==> src/rtl/sad_block_loader_if.sv <==
// Pixel-pair stream into the SAD block loader and the 4x8 block bus it drives toward the SAD.

interface sad_block_loader_if #(
  parameter int unsigned WIDTH = 8
);
  logic                  in_valid;
  logic                  in_ready;
  logic                  in_sof;
  logic [WIDTH-1:0]      in_ori;
  logic [WIDTH-1:0]      in_can;
  logic                  hold;
  logic [32*WIDTH-1:0]   out_ori;
  logic [32*WIDTH-1:0]   out_can;
  logic                  out_en;
  logic [15:0]           blk_cnt;
  logic                  sof_err;

  modport master (
    output in_valid, in_sof, in_ori, in_can, hold,
    input  in_ready, out_ori, out_can, out_en, blk_cnt, sof_err
  );

  modport slave (
    input  in_valid, in_sof, in_ori, in_can, hold,
    output in_ready, out_ori, out_can, out_en, blk_cnt, sof_err
  );
endinterface

==> src/rtl/sad_block_loader.sv <==
// Collects 32 raster-ordered pixel pairs into a 4x8 block and issues it to the SAD when
// downstream is not holding; in_sof realigns framing and flags broken blocks.

module sad_block_loader #(
  parameter int unsigned WIDTH = 8
) (
  input logic              clk,
  input logic              rst,
  sad_block_loader_if.slave bus
);

  localparam int unsigned NumPix = 32;

  logic [WIDTH-1:0]        coll_ori_q [NumPix];
  logic [WIDTH-1:0]        coll_can_q [NumPix];
  logic [NumPix*WIDTH-1:0] coll_ori_flat, coll_can_flat;
  logic [NumPix*WIDTH-1:0] out_ori_q, out_can_q;
  logic [4:0]              wr_idx_q, wr_idx_d, wr_slot;
  logic                    full_q, full_d;
  logic                    out_en_q;
  logic                    sof_err_q, sof_err_d;
  logic [15:0]             blk_cnt_q, blk_cnt_d;
  logic                    accept, issue, wr_en;

  assign bus.in_ready = ~full_q | ~bus.hold;
  assign accept       = bus.in_valid & bus.in_ready;
  assign issue        = full_q & ~bus.hold;

  always_comb begin
    wr_idx_d  = wr_idx_q;
    full_d    = full_q & ~issue;
    sof_err_d = 1'b0;
    wr_en     = 1'b0;
    wr_slot   = wr_idx_q;
    blk_cnt_d = issue ? blk_cnt_q + 16'd1 : blk_cnt_q;
    if (accept) begin
      if (bus.in_sof) begin
        // A new start-of-frame always wins; any partial block is abandoned.
        wr_en     = 1'b1;
        wr_slot   = 5'd0;
        wr_idx_d  = 5'd1;
        sof_err_d = (wr_idx_q != 5'd0);
      end else if (wr_idx_q == 5'd0) begin
        sof_err_d = 1'b1;
      end else begin
        wr_en    = 1'b1;
        wr_idx_d = wr_idx_q + 5'd1;
        if (wr_idx_q == 5'd31) begin
          full_d = 1'b1;
        end
      end
    end
  end

  // Collect bank needs no reset: every slot is rewritten before a block can complete.
  always_ff @(posedge clk) begin
    if (wr_en) begin
      coll_ori_q[wr_slot] <= bus.in_ori;
      coll_can_q[wr_slot] <= bus.in_can;
    end
  end

  always_comb begin
    coll_ori_flat = '0;
    coll_can_flat = '0;
    for (int k = 0; k < NumPix; k++) begin
      coll_ori_flat[k*WIDTH +: WIDTH] = coll_ori_q[k];
      coll_can_flat[k*WIDTH +: WIDTH] = coll_can_q[k];
    end
  end

  always_ff @(posedge clk) begin
    if (rst) begin
      wr_idx_q  <= 5'd0;
      full_q    <= 1'b0;
      out_en_q  <= 1'b0;
      sof_err_q <= 1'b0;
      blk_cnt_q <= 16'd0;
      out_ori_q <= '0;
      out_can_q <= '0;
    end else begin
      wr_idx_q  <= wr_idx_d;
      full_q    <= full_d;
      out_en_q  <= issue;
      sof_err_q <= sof_err_d;
      blk_cnt_q <= blk_cnt_d;
      if (issue) begin
        out_ori_q <= coll_ori_flat;
        out_can_q <= coll_can_flat;
      end
    end
  end

  assign bus.out_ori = out_ori_q;
  assign bus.out_can = out_can_q;
  assign bus.out_en  = out_en_q;
  assign bus.blk_cnt = blk_cnt_q;
  assign bus.sof_err = sof_err_q;

endmodule

==> src/flat_wrapper.sv <==
// flat-port wrapper written by rule: the top's interface ports become plain ports
module sad_block_loader_flat 
#(
  parameter int unsigned WIDTH = 8
)
  (clk, rst, bus_in_valid, bus_in_sof, bus_in_ori, bus_in_can, bus_hold, bus_in_ready, bus_out_ori, bus_out_can, bus_out_en, bus_blk_cnt, bus_sof_err);
  sad_block_loader_if #(.WIDTH(WIDTH)) bus_i ();
  input logic clk;
  input logic rst;
  input wire logic [$bits(bus_i.in_valid)-1:0] bus_in_valid;
  input wire logic [$bits(bus_i.in_sof)-1:0] bus_in_sof;
  input wire logic [$bits(bus_i.in_ori)-1:0] bus_in_ori;
  input wire logic [$bits(bus_i.in_can)-1:0] bus_in_can;
  input wire logic [$bits(bus_i.hold)-1:0] bus_hold;
  output wire logic [$bits(bus_i.in_ready)-1:0] bus_in_ready;
  output wire logic [$bits(bus_i.out_ori)-1:0] bus_out_ori;
  output wire logic [$bits(bus_i.out_can)-1:0] bus_out_can;
  output wire logic [$bits(bus_i.out_en)-1:0] bus_out_en;
  output wire logic [$bits(bus_i.blk_cnt)-1:0] bus_blk_cnt;
  output wire logic [$bits(bus_i.sof_err)-1:0] bus_sof_err;
  assign bus_i.in_valid = bus_in_valid;
  assign bus_i.in_sof = bus_in_sof;
  assign bus_i.in_ori = bus_in_ori;
  assign bus_i.in_can = bus_in_can;
  assign bus_i.hold = bus_hold;
  assign bus_in_ready = bus_i.in_ready;
  assign bus_out_ori = bus_i.out_ori;
  assign bus_out_can = bus_i.out_can;
  assign bus_out_en = bus_i.out_en;
  assign bus_blk_cnt = bus_i.blk_cnt;
  assign bus_sof_err = bus_i.sof_err;
  sad_block_loader #(.WIDTH(WIDTH)) u_core (.clk(clk), .rst(rst), .bus(bus_i));
endmodule
==> config.mk <==
export PLATFORM = sky130hd
export DESIGN_NAME = sad_block_loader_flat
export DESIGN_NICKNAME = d
export VERILOG_FILES = /design/src/rtl/sad_block_loader_if.sv /design/src/rtl/sad_block_loader.sv /design/src/flat_wrapper.sv
export SDC_FILE = /design/constraint.sdc
export NUM_CORES = 1
export LEC_CHECK = 0
export CORE_UTILIZATION = 35
export CTS_CLUSTER_DIAMETER = 100
export DETAILED_ROUTE_END_ITERATION = 8
export PLACE_DENSITY = 0.63
export REMOVE_ABC_BUFFERS = 1
export SKIP_CTS_REPAIR_TIMING = 1
export SYNTH_ARGS = -nofsm -noshare
export SYNTH_HDL_FRONTEND = slang
export SYNTH_SLANG_ARGS = --single-unit
==> constraint.sdc <==
create_clock -name clk -period 3.5 [get_ports clk]
set_clock_uncertainty 0.15 [all_clocks]
set_input_delay 0.7 -clock clk [delete_from_list [all_inputs] [get_ports clk]]
set_output_delay 0.7 -clock clk [all_outputs]
set_load 0.02 [all_outputs]
=== Yosys cells after proc, flatten, opt, wreduce, memory -nomap -nowiden ===
Memory sizes are Yosys's and may differ from the RTL's. A register that Yosys moved wholly into a read port is not among the register bits.
Index checks and enable logic that the tools add are counted.

* Bits in registers: 24
* Input bits: 21
* Output and inout bits: 531
* Memories kept: 2
* Word-level logic and storage cells: 38
* Memory bits (writable): 512

* Add/sub/neg operators: 2
* Bitwise logic cells: 8
* Reductions and logical operators: 4
* Equality and inequality tests: 2
* Muxes and demuxes: 15

{| class="wikitable"
|+ Memories
! name !! words !! bits a word !! rd ports !! clocked after memory_dff !! wr ports !! RTL line !! source
|-
| u_core.coll_can_q || 32 || 8 || 32 || 32 || 1 || sad_block_loader.sv:15 || <nowiki>logic [WIDTH-1:0] coll_can_q [NumPix];</nowiki>
|-
| u_core.coll_ori_q || 32 || 8 || 32 || 32 || 1 || sad_block_loader.sv:14 || <nowiki>logic [WIDTH-1:0] coll_ori_q [NumPix];</nowiki>
|}

{| class="wikitable"
|+ Operators by type and width
! operator !! number
|-
| $mux 5 || 4
|-
| $add 16x1->16 const B || 1
|-
| $mux 1 || 11
|-
| $add 5x1->5 const B || 1
|-
| $eq 5x5->1 const B || 1
|-
| $logic_not 5->1 || 1
|-
| $reduce_bool 5->1 || 1
|-
| $not 1->1 || 4
|-
| $and 1x1->1 || 3
|-
| $ne 2x2->1 const B || 1
|-
| $reduce_and 2->1 || 1
|-
| $reduce_or 2->1 || 1
|-
| $or 1x1->1 || 1
|}

=== Longest topological paths before layout ===
* Depth in word-level cells: 8
* Gate-level depth with buffers: 7
* Mapped depth without buffers: 7

=== Least setup slack after synthesis ===
No wires, ideal clock.

* Path kind: register to register
* Start: register u_core.wr_idx_q[0]
* End: memory u_core.coll_can_q[8][0] (enable)
* Path buffers: 0
* Cell stages (with the launch flop): 8
* Path slack: 0.366 ns
* Library setup time: 0.409 ns
* Data arrival time: 2.575 ns
* Path through: dfxtp_1 inv_1 ha_1 and2_1 ha_1 nor2_2 nand3_1 nor3_1

* Cells in the longest elaborated chain, start to end: 6

{| class="wikitable"
|+ RTL lines
! what !! RTL line !! source
|-
| start: declaration || sad_block_loader.sv:18 || <nowiki>logic [4:0] wr_idx_q, wr_idx_d, wr_slot;</nowiki>
|-
| start signal: assignment || sad_block_loader.sv:82 || <nowiki>wr_idx_q <= wr_idx_d;</nowiki>
|-
| $logic_not 5->1 || sad_block_loader.sv:43 || <nowiki>end else if (wr_idx_q == 5'd0) begin</nowiki>
|-
| $mux 1 || sad_block_loader.sv:43 ||
|-
| $mux 1 || sad_block_loader.sv:37 || <nowiki>if (bus.in_sof) begin</nowiki>
|-
| $mux 1 || sad_block_loader.sv:36 || <nowiki>if (accept) begin</nowiki>
|-
| $mux 1 || sad_block_loader.sv:57 || <nowiki>if (wr_en) begin</nowiki>
|-
| $mux 1 (implied by the code) || sad_block_loader.sv:59 || <nowiki>coll_can_q[wr_slot] <= bus.in_can;</nowiki>
|-
| end: declaration || sad_block_loader.sv:15 ||
|}

Several ways; a longest one is shown, not always the timed one.

=== Worst setup path in the final report ===
* Start: register u_core.wr_idx_q[0]
* End: memory u_core.coll_ori_q[13][5] (enable)

* Cells in the longest elaborated chain, start to end: 6

{| class="wikitable"
|+ RTL lines
! what !! RTL line !! source
|-
| $logic_not 5->1 || sad_block_loader.sv:43 ||
|-
| $mux 1 || sad_block_loader.sv:43 ||
|-
| $mux 1 || sad_block_loader.sv:37 ||
|-
| $mux 1 || sad_block_loader.sv:36 ||
|-
| $mux 1 || sad_block_loader.sv:57 ||
|-
| $mux 1 (implied by the code) || sad_block_loader.sv:58 || <nowiki>coll_ori_q[wr_slot] <= bus.in_ori;</nowiki>
|-
| end: declaration || sad_block_loader.sv:14 ||
|}

Several ways; a longest one is shown, not always the timed one.

==> impl_metrics.ini <==
[floorplan]
ioPinCount = 552
die_area_um2 = 99800
core_area_um2 = 97100
die_h_um = 316
row_count = 114
floorplan.initialDensity = 0.355
die_x_um = 316

[drt]
drtPass1Iterations = 5
vias = 23466
antenna_left = 0
drtIter0Drc = 2178
drc = 0
drt-vias-per-instance = 4.80
wl_per_cell_um = 20.9
wl_um = 102000

[clock_tree]
cts_tree = done
cts_root_buffer = clkbuf_16
clock_path_buffers = 3
cts_buffers = 106
clk_latency_ps = 690
htree_levels = 3
cts.sinks = 1048
clk_pin_slew_worst_paths_ps = 60

[global_route]
use_met1 = 0.257
grtUsageTotal = 0.197
grt_pass1_wl_um = 145000
overflow = 0
grt_start_max_net_pins = 107
grt_pass1_vias = 22337
antenna_found_initial = 10
use_met2 = 0.328
busiest_layer = met2
grtUsageMet3 = 0.0397

[synthesis]
synth_compound_area_frac = 0.0772
yosysUniqueCellTypes = 34
avgSynthCellArea_um2 = 11.8
synthMuxAreaShare = 0.000327
yosysSeqAreaShare = 0.757
ys_ff_latch = 1048
synth-simple-area-share = 0.128
synthArstFlopShare = 0
synth_adder_area_share = 0.00181
netlist_top_cells_count = nand2_1 (1040), dfxtp_1 (536), a21oi_1 (522)
synth_top_family_by_area = simple AND/OR/NAND/NOR gates
ys_warn_count = 0
yosys-top-cells-area = edfxtp_1 (45%), dfxtp_1 (31%), nand2_1 (11%)
ys.flop_type = dfxtp_1
synth_edf_count = 512
synth_area_um2 = 34500
synth_xor_area_frac = 0.00279
synthDominantCellAreaShare = 0.446
synth_cells = 2920
yosys.area.top_type = edfxtp_1
yosysMostFrequentCell = nand2_1

[sta]
tightest_slew_ps = 811
timing.fmax_mhz = 359
post-route-min-period_ps = 2780
setup_violations = 0
slew_viol_final = 0
slew_headroom = 0.458
hold_viol_final = 0
fin_ws_ps = 716
rsz0062_at_grt = false
fin_crit_sh = 0.795
hold_ws_ps = 303

[placed_design]
dp_cells = 4684
placed_cell_area_um2 = 41700
post-place-ws_ps = 157
port_buffers = 551
dp_hpwl_um = 64200
gp_congestion = 0.776

[power]
pwr_density_cell_nw_per_um2 = 543
ir_worst_vdd_mv = 0.432
leakagePower_nw = 14.5

[hold_path]
whs_endpoint = bus_out_can[194]$_SDFFE_PP0P_
hold_path.class = flip-flop to flip-flop
min_path_cells = 2
hold_start = bus_out_can[194]$_SDFFE_PP0P_

[job]
drv_cap = 0

[critical_path]
start_kind = flip-flop
crit_required_ps = 3700
reg2regPathDepth = 9
max_stage_delay_ps = 450
crit_slowest_cell = dfxtp_1
worstPathArrival_ps = 2980
critical_path_class = flip-flop to flip-flop
worstSetupEndpointType = flip-flop
cp_top_family = simple AND/OR/NAND/NOR gates
timing.rr.end = u_core.coll_ori_q[13][5]$_DFFE_PP_
path_cells = inv_1 > ha_1 > and2_1 > ha_1 > nor2_2 > nand3_1 > buf_4 > nor2_2 > buf_4
reg2reg_from = u_core.wr_idx_q[0]$_SDFFE_PP0P_
crit_fanout = 16
crit_buf_inv = 3
r2r_slack_ps = 720

[cells_and_area]
drive_gt1_frac = 0.0867
final_util = 0.465
finalInstanceArea_um2 = 45200
area_delta_synth_final_pct = 31.1
fillers = 8765
finalNonFillerCells = 4888
fin_nets = 3542

[run_status]
status = finished clean
## worst reg2reg max path, delay by kind of cell (launching register included)
family                   cells  cell delay, ps
adder cells (fa/ha/maj)      2             430
buffers and inverters        3             650
flip-flops                   1             450
AND/OR/NAND/NOR              4             780
## metrics by stage
stage | TNS (ps) | power, mW
after floorplan | -1111450 | 13.2
after global placement | 0 | 13.6
after detailed placement | 0 | 13.6
after CTS | 0 | 24.8
after global routing | 0 | 25.3
final | 0 | 24.6
## layout by cell type, fill, tap and decap left out, types with 9 or more instances in the layout
cell	instances
clkbuf_16	111
edfxtp_1	512
buf_2	16
a21oi_1	522
nand2_1	1040
nor2_1	34
clkinv_1	10
clkinv_2	14
buf_4	83
clkbuf_8	12
buf_12	30
nor2_2	20
xnor2_1	9
clkdlybuf4s50_1	534
nand3_1	14
clkbuf_1	37
dfxtp_1	536
## registers in the layout, summed over array words and instances (netlist names)
name and count:
u_core.full_q 1, u_core.bus.blk_cnt 16, u_core.wr_idx_q 5, bus_out_ori 256, bus_out_can 256, u_core.coll_can_q 256
u_core.bus.out_en 1, u_core.bus.sof_err 1, u_core.coll_ori_q 256
## kinds of logic after synthesis
logic type,count (synthesis)
compound gates,529
mux,1
flops,1048
xor+xnor,11
buf+inv,181
simple gates,1145
fa+ha+maj,5
## cell type report
type,count,area [um2],area share
sequential,1048,26100,0.577
multi-input combinational,1691,7310,0.162
timing repair buffer,664,6660,0.147
clock buffer,160,3080,0.0682
tap,1276,1600,0.0353
clock inverter,41,423,0.00935
inverter,5,18.8,0.000415
antenna,3,7.51,0.000166
## metal layers
metal | routed length (um) | part of all wire
met1 | 42600 | 0.42
met2 | 49500 | 0.49
met3 | 7420 | 0.073
met4 | 2450 | 0.024
met5 | 17 | 0.00017
## report_power, final
part / internal, mW / switching, mW / total (mW)
clock: 6.50 / 4.76 / 11.3
combinational: 0.0721 / 0.349 / 0.421
sequential: 12.9 / 0.00706 / 12.9
total: 19.4 / 5.12 / 24.6
## how the worst max path moves through the flow
stage	endpoint	from	slack, ps	cells past startpoint
floorplan	u_core.bus.blk_cnt[4]$_SDFFE_PP0P_	bus_hold	-2540	4
global placement	u_core.coll_can_q[9][6]$_DFFE_PP_	bus_in_sof	120	6
detailed placement	u_core.coll_ori_q[9][1]$_DFFE_PP_	bus_in_sof	160	6
CTS	bus_out_ori[23]	bus_out_ori[23]$_SDFFE_PP0P_	640	1
global route	u_core.coll_can_q[31][5]$_DFFE_PP_	u_core.wr_idx_q[0]$_SDFFE_PP0P_	550	9
finish	u_core.coll_ori_q[13][5]$_DFFE_PP_	u_core.wr_idx_q[0]$_SDFFE_PP0P_	720	9
(Power assumes the default switching activity.)
